===== src/rtl/gray_counter.sv =====
// Up/down binary counter with registered Gray-code output, terminal-count
// flag, one-cycle wrap pulse and an independent registered Gray-to-binary
// decoder. WRAP selects modulo wrap-around or saturation at the limits.
module gray_counter #(
  parameter int WIDTH = 4,
  parameter int WRAP  = 1
) (
  input  logic             clk,
  input  logic             rst_n,
  input  logic             en,
  input  logic             up,
  input  logic             load,
  input  logic [WIDTH-1:0] load_bin,
  input  logic [WIDTH-1:0] gray_in,
  output logic [WIDTH-1:0] bin_out,
  output logic [WIDTH-1:0] gray_out,
  output logic             tc,
  output logic             wrap,
  output logic [WIDTH-1:0] dec_out
);

  localparam logic [WIDTH-1:0] MAX_VAL  = {WIDTH{1'b1}};
  localparam logic [WIDTH-1:0] ZERO_VAL = {WIDTH{1'b0}};
  localparam logic [WIDTH-1:0] ONE_VAL  = {{(WIDTH-1){1'b0}}, 1'b1};

  logic [WIDTH-1:0] bin_q, bin_d;
  logic [WIDTH-1:0] gray_q, gray_d;
  logic [WIDTH-1:0] dec_q, dec_d;
  logic             wrap_q, wrap_d;
  logic             at_top, at_bottom;

  assign at_top    = (bin_q == MAX_VAL);
  assign at_bottom = (bin_q == ZERO_VAL);

  // Terminal count looks only at the current count and direction, not en.
  assign tc = up ? at_top : at_bottom;

  // Next count: load wins over en; at a limit either wrap (with pulse) or hold.
  always_comb begin
    bin_d  = bin_q;
    wrap_d = 1'b0;
    if (load) begin
      bin_d = load_bin;
    end else if (en) begin
      if (up) begin
        if (at_top) begin
          if (WRAP != 0) begin
            bin_d  = ZERO_VAL;
            wrap_d = 1'b1;
          end
        end else begin
          bin_d = bin_q + ONE_VAL;
        end
      end else begin
        if (at_bottom) begin
          if (WRAP != 0) begin
            bin_d  = MAX_VAL;
            wrap_d = 1'b1;
          end
        end else begin
          bin_d = bin_q - ONE_VAL;
        end
      end
    end
    // Gray is encoded from the next count so it is registered alongside it.
    gray_d = bin_d ^ (bin_d >> 1);
  end

  // Decoder: each binary bit is the XOR of all Gray bits at or above it.
  // Written as a reduction per bit to avoid a bit-to-bit feedback chain.
  for (genvar gi = 0; gi < WIDTH; gi++) begin : g_dec
    assign dec_d[gi] = ^gray_in[WIDTH-1:gi];
  end

  // State registers; reset clears everything immediately, including a pending wrap.
  always_ff @(posedge clk or negedge rst_n) begin
    if (!rst_n) begin
      bin_q  <= ZERO_VAL;
      gray_q <= ZERO_VAL;
      wrap_q <= 1'b0;
      dec_q  <= ZERO_VAL;
    end else begin
      bin_q  <= bin_d;
      gray_q <= gray_d;
      wrap_q <= wrap_d;
      dec_q  <= dec_d;
    end
  end

  assign bin_out  = bin_q;
  assign gray_out = gray_q;
  assign wrap     = wrap_q;
  assign dec_out  = dec_q;

endmodule


===== config.mk =====
export PLATFORM = sky130hd
export DESIGN_NAME = gray_counter
export DESIGN_NICKNAME = d
export VERILOG_FILES = /design/src/rtl/gray_counter.sv
export SDC_FILE = /design/constraint.sdc
export NUM_CORES = 1
export LEC_CHECK = 0
export BUFFER_PORTS_ARGS = -buffer_cell sky130_fd_sc_hd__buf_2
export CAP_MARGIN = 10
export CORE_MARGIN = 4
export CORE_UTILIZATION = 30
export DETAILED_ROUTE_END_ITERATION = 6
export PLACE_DENSITY = 0.55
export SYNTH_ARGS = -nofsm -noshare
export SYNTH_HDL_FRONTEND = slang
export SYNTH_SLANG_ARGS = --single-unit
export TNS_END_PERCENT = 30

===== constraint.sdc =====
create_clock -name clk -period 2.31 [get_ports clk]
set_input_delay 0.1155 -clock clk [delete_from_list [all_inputs] [get_ports clk]]
set_output_delay 0.1155 -clock clk [all_outputs]
set_load 0.005 [all_outputs]

---- Yosys cells after proc, flatten, opt, wreduce, memory -nomap -nowiden ----
Index checks and enable logic that the tools add are counted.
word-level totals
  bits in registers ....................... 13
  input bits .............................. 13
  output and inout port bits .............. 14
  logic and storage cells ................. 23
operators by class
  add/subtract/negate cells ............... 2
  eq/ne operators ......................... 1
  muxes and demuxes ....................... 11
  bitwise gates (word level) .............. 1
  reduce and logical (&&, ||, !) cells .... 4
operator list
  kind                                              number
  two-way mux 4 bit                                 5
  two-way mux 1 bit                                 6
  adder 4 x 1 -> 4 bit, second input constant       1
  == test 4 bit, second input constant              1
  logical NOT 4 bit                                 1
  parity 4 bit                                      1
  subtractor 4 x 1 -> 4 bit, second input constant  1
  bitwise XOR 4 x 3 -> 4 bit                        1
  parity 3 bit                                      1
  parity 2 bit                                      1

---- Logic depth before layout (Yosys ltp) ----
Gate-level depths: netlist of run 1.
  depth in word-level cells ............... 6
  depth in mapped cells ................... 6
  depth with buffers taken out ............ 6

---- Worst setup path after synthesis of run 1 ----
OpenSTA, ideal clock, no wires.
  path kind ............................... flip-flop to flip-flop
  from .................................... register bin_q[0], in the netlist bin_out[0]
  to ...................................... register gray_q[0], in the netlist gray_out[0]
  setup time .............................. 0.132 ns
  data arrival time ....................... 1.356 ns
  required time ........................... 2.178 ns
  slack ................................... 0.822 ns
  stages on the path, launching flop included .. 7
  path buffers ............................ 0
  clock period less this slack ............ 1.488 ns
  cell sequence ........................... dfrtp_1 inv_1 ha_1 xor2_1 mux2i_1 mux2i_1 xnor2_1
on the way
  word-level cells in the longest chain between the ends .. 6
  elaborated cells on any way between the ends .. 10
  those cells by class .................... 2 x add/sub; 1 x eq/ne; 5 x mux; 1 x bitwise; 1 x reduce/logical
ends and longest elaborated chain
  item                                                     line    source
  start, declared                                          26      logic [WIDTH-1:0] bin_q, bin_d;
  start signal, assigned                                   83      bin_q <= bin_d;
  subtractor 4 x 1 -> 4 bit, or another cell as far along  61      bin_d = bin_q - ONE_VAL;
  two-way mux 4 bit (on tied branches)                     55, 46
  two-way mux 4 bit                                        45      if (up) begin
  two-way mux 4 bit (*)                                    44      end else if (en) begin
  two-way mux 4 bit (*)                                    42      if (load) begin
  bitwise XOR 4 x 3 -> 4 bit (*)                           66      gray_d = bin_d ^ (bin_d >> 1);
  via gray_d[0]                                            27      logic [WIDTH-1:0] gray_q, gray_d;
  end signal, assigned                                     84      gray_q <= gray_d;
  end, declared                                            27
Mark *: on every way through the listed nets, which the timed path passes. The rest lies on a longest branch.

---- Worst setup path in the final report of run 1 ----
  from .................................... register bin_q[0], in the netlist bin_out[0]
  to ...................................... output tc
on the way
  word-level cells in the longest chain between the ends .. 2
  elaborated cells on any way between the ends .. 3
  those cells by class .................... 1 x eq/ne; 1 x mux; 1 x reduce/logical
ends and longest elaborated chain
  item                                                line    source
  == test 4 bit or logical NOT 4 bit (tied branches)  32, 33
  two-way mux 1 bit (*)                               36      assign tc = up ? at_top : at_bottom;
  end, declared                                       17      output logic tc,
Mark *: on every way between the ends. The rest lies on a longest branch, timed or not.

==> results.sh, run 1 <==
export IMPL_synth_top_area_share_pct=46.5
export IMPL_post_dp_hpwl_um=1110
export IMPL_r2r_cells=6
export IMPL_whs_ns=0.0278
export IMPL_grt_setup_unrepaired="false"
export IMPL_finish_instance_area_um2=837
export IMPL_dr_total_vias=530
export IMPL_reg2reg_from="bin_out[0]"
export IMPL_grt_pass1_vias=481
export IMPL_crit_path_start_kind="flop"
export IMPL_ctsResizeCount=0
export IMPL_yosysSeqAreaShare_pct=46.5
export IMPL_slew_headroom_pct=76.9
export IMPL_setup_ws_ns=0.571
export IMPL_power_density_nw_per_um2=672
export IMPL_worstPathMaxFanout=8
export IMPL_ioPinCount=27
export IMPL_postCtsSetupBuffers=0
export IMPL_drtAntennaViolNets=0
export IMPL_finalPower_mw=0.562
export IMPL_grt_pass1_wl_um=2140
export IMPL_finalNetCount=106
export IMPL_cts_max_path_buffers=2
export IMPL_worstReg2RegEnd="gray_out[1]"
export IMPL_diodes=0
export IMPL_htreeDepth=1
export IMPL_regArea_um2=300
export IMPL_fin_crit_sh_pct=75.3
export IMPL_clock_fmax_ghz=0.575
export IMPL_vias_per_cell=4.57
export IMPL_drv_cap=0
export IMPL_rrSetupSlack_ns=0.63
export IMPL_wirelength_um=1390
export IMPL_synth_seq_cells=12
export IMPL_yosysMostFrequentCell="dfrtp_1"
export IMPL_critPathArrivalTime_ns=1.62
export IMPL_synthCells=61
export IMPL_min_path_type="in -> reg"
export IMPL_ir_drop_mv=0.296
export IMPL_worstHoldPathCells=2
export IMPL_ys_warn_count=0
export IMPL_drive_gt1_share_pct=33.7
export IMPL_netlist_area_um2=646
export IMPL_tritoncts="done"
export IMPL_gr_total_overflow=0
export IMPL_power_leakage_nw=0.417
export IMPL_grt_use_total_pct=10.2
export IMPL_min_to="dec_out[0]"
export IMPL_antenna_found_initial=0
export IMPL_cts_root_buf="clkbuf_4"
export IMPL_outcome="completed"
export IMPL_die_h_um=54.4
export IMPL_placed_cell_area_um2=795
export IMPL_port_buffers=26
export IMPL_finalMaxSlewViolations=0
export IMPL_drt_initial_drc_count=5
export IMPL_min_from="gray_in[0]"
export IMPL_synth_edff_count=0
export IMPL_synth_top_cells_by_area="dfrtp_1 (47%), mux2i_1 (6.2%), xor2_1 (5.4%)"
export IMPL_cts_buffers=3
export IMPL_pre_cts_slack_ns=0.630
export IMPL_finClkSkew_ns=0.00190
export IMPL_hold_viol=0
export IMPL_dr_pass1_iters=2
export IMPL_critPathCaptureType="output pin"
export IMPL_multi_input_area_um2=312
export IMPL_worstSetupPathType="reg -> out"
export IMPL_wl_per_cell_um=12.0
export IMPL_grt_max_degree=13
export IMPL_worst_pin_slew_ns=0.337
export IMPL_n_fill_cell=210
export IMPL_coreArea_um2=2000
export IMPL_async_reset_ff_share_pct=100
export IMPL_synthTopCellsByCount="dfrtp_1 (12), a21oi_1 (5), inv_1 (5)"
export IMPL_clk_latency_ns=0.26
export IMPL_fin_tns_setup_ns=0
export IMPL_numClockSinks=12
export IMPL_setup_viol=0
export IMPL_initial_utilization_pct=32.2
export IMPL_gp_congestion=0.716
export IMPL_ys_types=27
export IMPL_die_area_um2=2960
export IMPL_period_minus_slack_ns=1.74
export IMPL_crit_required_ns=2.19
export IMPL_syn_nets=76
export IMPL_syn_avg_cell_area_um2=10.6
export IMPL_area_growth_pct=29.7
export IMPL_clk_pin_slew_ns=0.07
export IMPL_die_w_um=54.4
export IMPL_drc=0
export IMPL_synth_area_leader_cell="dfrtp_1"
export IMPL_row_count=16
export IMPL_ys_flop_type="dfrtp_1"
-- routing by layer --
layer  track usage, %  vias to the layer above  part of all wire, %
li1                 -                      273                    -
met1             12.1                      245                   42
met2             16.9                       12                   52
met3             5.18                        0                  5.7
met4             1.24                        0                    0
met5                0                        -                    0
-- kinds of logic after synthesis --
logic type	share of synthesized area [%]
buffers and inverters	5.23
muxes	6.20
and+or+nand+nor	17.6
AOI/OAI and AO/OA	12.4
xor gates and xnor gates	8.14
DFF	46.5
adders and majority gates	3.88
-- cell type report --
type	instances	area share (%)
clock buffer	3	2.69
multi-input combinational	41	37.2
sequential	12	35.9
inverter	5	2.24
timing repair buffer	28	17.9
tap	27	4.04
-- power breakdown --
group,internal [mW],switching (mW)
logic,0.0884,0.0822
clock network,0.0601,0.0591
registers,0.246,0.0271
-- layout by cell type (no fill, tap or decap) --
master         count
nand4_1            2
or4b_1             1
nor2_1             1
or2b_1             1
dfrtp_1           12
ha_1               2
buf_2             26
nor4b_1            1
nand3_1            1
nor3b_1            4
a31o_2             1
inv_1              5
a2bb2oi_1          1
nor2b_1            2
o211ai_1           1
xnor2_1            2
a32oi_1            1
dlygate4sd3_1      2
nand3b_1           1
mux2i_1            4
xor2_1             4
a21oi_1            5
o311ai_1           1
nand2b_1           2
o21ai_0            1
clkbuf_4           3
nand2_1            1
a211oi_1           1
-- per-stage QoR --
stage / std cells / util, %
after global routing: 116 / 41.8
after global placement: 111 / 39.7
after floorplan: 61 / -
after CTS: 116 / 41.8
final: 116 / 41.8
after detailed placement: 111 / 39.7
-- what timing repair did --
item                                    CTS  global route
hold buffers                              2             0
endpoints found under the setup margin    0             0
hold endpoints to repair                 13             0
-- flip-flops by register name (all words and copies together), names as in the netlist --
name	count
wrap	1
gray_out	3
bin_out	4
dec_out	4
-- worst max-delay path, stage by stage (launching register included) --
cell and delay (ns):
dfrtp_1 0.45, inv_1 0.11, ha_1 0.20, nor4b_1 0.33, nand2b_1 0.17, buf_2 0.11
-- worst max-delay path by stage --
stage             endpoint  slack (ns)  startpoint  cells after the start
6_report                tc        0.57  bin_out[0]                      5
5_1_grt                 tc        0.42  bin_out[0]                      5
4_1_cts                 tc        0.57  bin_out[0]                      5
3_5_place_dp   gray_out[1]        0.63  bin_out[0]                      6
3_3_place_gp   gray_out[1]        0.59  bin_out[0]                      6
2_1_floorplan  gray_out[0]        0.82  bin_out[0]                      6
(Power assumes the default switching activity.)
==> run 2, diff against run 1 <==
Settings changed: ABC_AREA set to 1.
Clock period 2.31 ns to 1.7 ns, I/O delays scaled along.
==> results.sh, run 2 <==
export IMPL_grt_use_total_pct=11.9
export IMPL_final_common_cell="buf_2"
export IMPL_postLayoutCoreUtil_pct=42.8
export IMPL_finalNetCount=125
export IMPL_yosysSeqAreaShare_pct=45.4
export IMPL_synth_seq_cells=12
export IMPL_max_stage_delay_ns=0.43
export IMPL_tritoncts="done"
export IMPL_final_cell_mix="buf_2 (26), nand2_1 (17), inv_1 (11), dfrtp_1 (11), nand3_1 (8)"
export IMPL_drive_gt1_share_pct=35.2
export IMPL_setup_viol=0
export IMPL_ioPinCount=27
export IMPL_initial_utilization_pct=32.7
export IMPL_crit_path_start_kind="flop"
export IMPL_die_area_um2=3020
export IMPL_synth_edff_count=0
export IMPL_port_buffers=26
export IMPL_cts_root_buf="clkbuf_4"
export IMPL_critPathArrivalTime_ns=1.45
export IMPL_antenna_found_initial=0
export IMPL_finClkSkew_ns=0.00402
export IMPL_coreArea_um2=2020
export IMPL_vias_per_cell=4.50
export IMPL_post_dp_hpwl_um=1230
export IMPL_die_h_um=55.0
export IMPL_slew_headroom_pct=78.7
export IMPL_drtAntennaViolNets=0
export IMPL_fin_tns_setup_ns=0
export IMPL_gr_total_overflow=0
export IMPL_gp_congestion=0.819
export IMPL_min_path_type="in -> reg"
export IMPL_grt_max_degree=13
export IMPL_grt_pass1_wl_um=2540
export IMPL_period_minus_slack_ns=1.54
export IMPL_syn_nets=93
export IMPL_die_w_um=55.0
export IMPL_yosysMostFrequentCell="nand2_1"
export IMPL_drv_cap=0
export IMPL_finish_instance_area_um2=866
export IMPL_critPathCaptureType="output pin"
export IMPL_whs_ns=0.0194
export IMPL_row_count=16
export IMPL_worst_pin_slew_ns=0.319
export IMPL_placed_cell_area_um2=818
export IMPL_clock_fmax_ghz=0.651
export IMPL_worstSetupPathType="reg -> out"
export IMPL_ys_warn_count=0
export IMPL_wirelength_um=1480
export IMPL_grt_pass1_vias=611
export IMPL_dr_total_vias=607
export IMPL_outcome="completed"
export IMPL_area_growth_pct=30.8
export IMPL_ys_types=19
export IMPL_power_leakage_nw=0.478
export IMPL_fin_crit_sh_pct=90.4
export IMPL_diodes=0
export IMPL_synthCells=78
export IMPL_drc=0
export IMPL_ys_flop_type="dfrtp_1"
export IMPL_ir_drop_mv=0.390
export IMPL_synth_top_area_share_pct=45.4
export IMPL_syn_avg_cell_area_um2=8.49
export IMPL_netlist_area_um2=662
export IMPL_finalMaxSlewViolations=0
export IMPL_synth_area_leader_cell="dfrtp_1"
export IMPL_synthTopCellsByCount="nand2_1 (17), dfrtp_1 (12), inv_1 (12)"
export IMPL_drt_initial_drc_count=6
export IMPL_power_density_nw_per_um2=831
export IMPL_crit_required_ns=1.62
export IMPL_clk_latency_ns=0.26
export IMPL_clk_pin_slew_ns=0.07
export IMPL_dr_pass1_iters=4
export IMPL_numClockSinks=12
export IMPL_hold_viol=0
export IMPL_grt_setup_unrepaired="false"
export IMPL_cts_buffers=3
export IMPL_async_reset_ff_share_pct=100
export IMPL_critPathSlowestCell="dfrtp_1"
export IMPL_wl_per_cell_um=11.0
export IMPL_cts_max_path_buffers=2
export IMPL_cp_cell_sequence="inv_1, ha_1, inv_1, nor2_1, nand3_1, o21ai_2, buf_2"
export IMPL_worstPathMaxFanout=6
export IMPL_n_fill_cell=210
export IMPL_crit_top_cell="inv_1"
export IMPL_htreeDepth=1
export IMPL_synth_top_cells_by_area="dfrtp_1 (45%), nand2_1 (9.6%), inv_1 (6.8%)"
==> run 2: critical path: cells and delay by family (launching register included) <==
family / cells / cell delay (ns)
adder cells (fa/ha/maj): 1 / 0.15
AO/OA/AOI/OAI: 1 / 0.08
flip-flops: 1 / 0.43
AND/OR/NAND/NOR: 2 / 0.23
buffers and inverters: 3 / 0.30
==> run 2: stage by stage <==
step / power [mW] / cells / setup slack, ns
after floorplan: 0.468 / 78 / 0.307
after global placement: 0.556 / 130 / 0.208
after detailed placement: 0.557 / 130 / 0.180
after CTS: 0.729 / 135 / 0.0692
after global routing: 0.777 / 135 / 0.0282
final: 0.720 / 135 / 0.164
==> run 2: cell families after synthesis <==
logic type,Yosys count,synth area share (%)
and+or+nand+nor,36,24.8
buffers and inverters,14,8.51
DFF,12,45.4
adders and majority gates,2,3.78
xor gates and xnor gates,7,9.26
AOI/OAI and AO/OA,7,8.32
==> run 2: worst paths after layout <==
path,to,startpoint,slack [ns],cells after the start
worst max-delay path,tc,bin_out[1],0.16,7
worst min-delay path,dec_out[1],gray_in[1],0.02,2
worst max register to register,gray_out[1],bin_out[1],0.20,6
worst min register to register,bin_out[0],bin_out[0],0.71,4
max in group asynchronous,bin_out[0],rst_n,1.25,2
min in group asynchronous,bin_out[2],rst_n,0.22,2
==> run 2: repair_timing <==
item / 4_1_cts / 5_1_grt
hold endpoints to repair: 13 / 0
endpoints found under the setup margin: 0 / 1
hold buffers: 2 / 0
gates resized for setup: 0 / 4
setup buffers: 0 / 0
==> run 2: power by group <==
group / switching, mW / internal (mW) / total (mW)
Sequential: 0.0278 / 0.324 / 0.352
Combinational: 0.111 / 0.0919 / 0.203
Clock: 0.0825 / 0.0818 / 0.164
==> run 2: layer usage <==
layer / wire (um) / share of wire, % / GRT usage [%]
met3: 137 / 9.2 / 3.49
met5: 0 / 0 / 0
met4: 12 / 0.81 / 6.07
met1: 687 / 46 / 15.0
met2: 644 / 43 / 18.5
==> run 2: final cells by class <==
type	instances	area, um^2	share of cell area (%)
clock buffer	3	22.5	2.60
timing repair buffer	28	150	17.3
tap	27	33.8	3.90
multi-input combinational	52	309	35.7
sequential	12	302	34.8
inverter	13	48.8	5.64
==> run 3, diff against run 2 <==
Settings changed: ABC_AREA 1 to not set.
==> results.sh, run 3 (synthesized netlist as in run 1, its figures left out) <==
export IMPL_grt_pass1_wl_um=2260
export IMPL_cts_max_path_buffers=2
export IMPL_finClkSkew_ns=0.00383
export IMPL_fin_tns_setup_ns=0
export IMPL_vias_per_cell=4.68
export IMPL_drive_gt1_share_pct=39.8
export IMPL_crit_required_ns=1.86
export IMPL_max_stage_delay_ns=0.41
export IMPL_path_delay_family="multiplexers"
export IMPL_min_path_type="in -> reg"
export IMPL_drc=0
export IMPL_finish_instance_area_um2=880
export IMPL_slew_headroom_pct=73.9
export IMPL_finalPower_mw=0.792
export IMPL_clk_latency_ns=0.26
export IMPL_outcome="completed"
export IMPL_clk_pin_slew_ns=0.07
export IMPL_ioPinCount=27
export IMPL_gr_total_overflow=0
export IMPL_crit_buf_inv=1
export IMPL_antenna_found_initial=0
export IMPL_grt_pass1_vias=510
export IMPL_worst_pin_slew_ns=0.385
export IMPL_row_count=16
export IMPL_setup_ws_ns=0.131
export IMPL_postCtsSetupBuffers=0
export IMPL_initial_utilization_pct=32.2
export IMPL_dr_pass1_iters=3
export IMPL_power_leakage_nw=0.433
export IMPL_diodes=0
export IMPL_ir_drop_mv=0.433
export IMPL_tritoncts="done"
export IMPL_finalNetCount=110
export IMPL_pre_cts_slack_ns=0.110
export IMPL_grt_setup_unrepaired="false"
export IMPL_critPathSlowestCell="dfrtp_2"
export IMPL_setup_viol=0
export IMPL_drtAntennaViolNets=0
export IMPL_area_growth_pct=36.2
export IMPL_grt_use_total_pct=10.8
export IMPL_grt_max_degree=13
export IMPL_drt_initial_drc_count=5
export IMPL_crit_top_cell="mux2i_1"
export IMPL_fin_crit_sh_pct=92.3
export IMPL_finalMaxSlewViolations=0
export IMPL_power_density_nw_per_um2=901
export IMPL_coreArea_um2=2000
export IMPL_wirelength_um=1450
export IMPL_cp_cell_sequence="inv_1, ha_1, mux2i_1, mux2i_1, nand2_1, xnor2_1"
export IMPL_die_h_um=54.4
export IMPL_placed_cell_area_um2=817
export IMPL_crit_path_start_kind="flop"
export IMPL_whs_ns=0.0286
export IMPL_final_common_cell="buf_2"
export IMPL_die_w_um=54.4
export IMPL_critPathCaptureType="flop"
export IMPL_wl_per_cell_um=12.1
export IMPL_clock_fmax_ghz=0.637
export IMPL_hold_viol=0
export IMPL_worstPathMaxFanout=6
export IMPL_die_area_um2=2960
export IMPL_final_cell_mix="buf_2 (26), dfrtp_1 (9), inv_1 (5), a21oi_1 (5)"
export IMPL_worstSetupPathType="reg -> reg"
export IMPL_port_buffers=26
export IMPL_gp_congestion=0.768
export IMPL_cts_root_buf="clkbuf_4"
export IMPL_htreeDepth=1
export IMPL_cts_buffers=3
export IMPL_post_dp_hpwl_um=1130
export IMPL_period_minus_slack_ns=1.57
export IMPL_critPathArrivalTime_ns=1.72
export IMPL_numClockSinks=12
export IMPL_drv_cap=0
export IMPL_dr_total_vias=562
[run 3: final timing paths]
kind	to	depth (start not counted)	slack [ns]	startpoint
worst max-delay path	gray_out[1]	6	0.13	bin_out[0]
worst min-delay path	dec_out[1]	2	0.03	gray_in[1]
worst max register to register	gray_out[1]	6	0.13	bin_out[0]
worst min register to register	bin_out[0]	3	0.80	bin_out[0]
max in group asynchronous	bin_out[0]	2	1.26	rst_n
min in group asynchronous	bin_out[3]	2	0.21	rst_n
[run 3: per-stage QoR]
step           instances  util [%]
4_1_cts              120      43.4
3_3_place_gp         114      40.8
2_1_floorplan         61         -
6_report             120      43.9
3_5_place_dp         114      40.8
5_1_grt              120      43.9
[run 3: final cells by class]
type                    count  area, um^2
clock buffers               3        22.5
inverters                   5        18.8
repair buffers             32         183
fillers                   213        1120
well taps                  27        33.8
multi-input cells          41         318
flip-flops and latches     12         304
[run 3: per-layer routing]
layer	share of wire, %	global-route usage [%]
met1	44	13.7
met2	51	17.3
met3	5.2	4.90
met4	0	1.24
met5	0	0
[run 3: timing repair]
item | CTS | global route
endpoints found under the setup margin | 0 | 5
gates resized for setup | 0 | 4
hold buffers | 3 | 0
endpoints found under the hold margin | 14 | 0
[run 3: power by group]
part           switching [mW]  leakage, nW  total (mW)  internal [mW]
registers              0.0350        0.139       0.371          0.336
clock network          0.0829       0.0138       0.165         0.0818
logic                   0.121        0.280       0.256          0.135
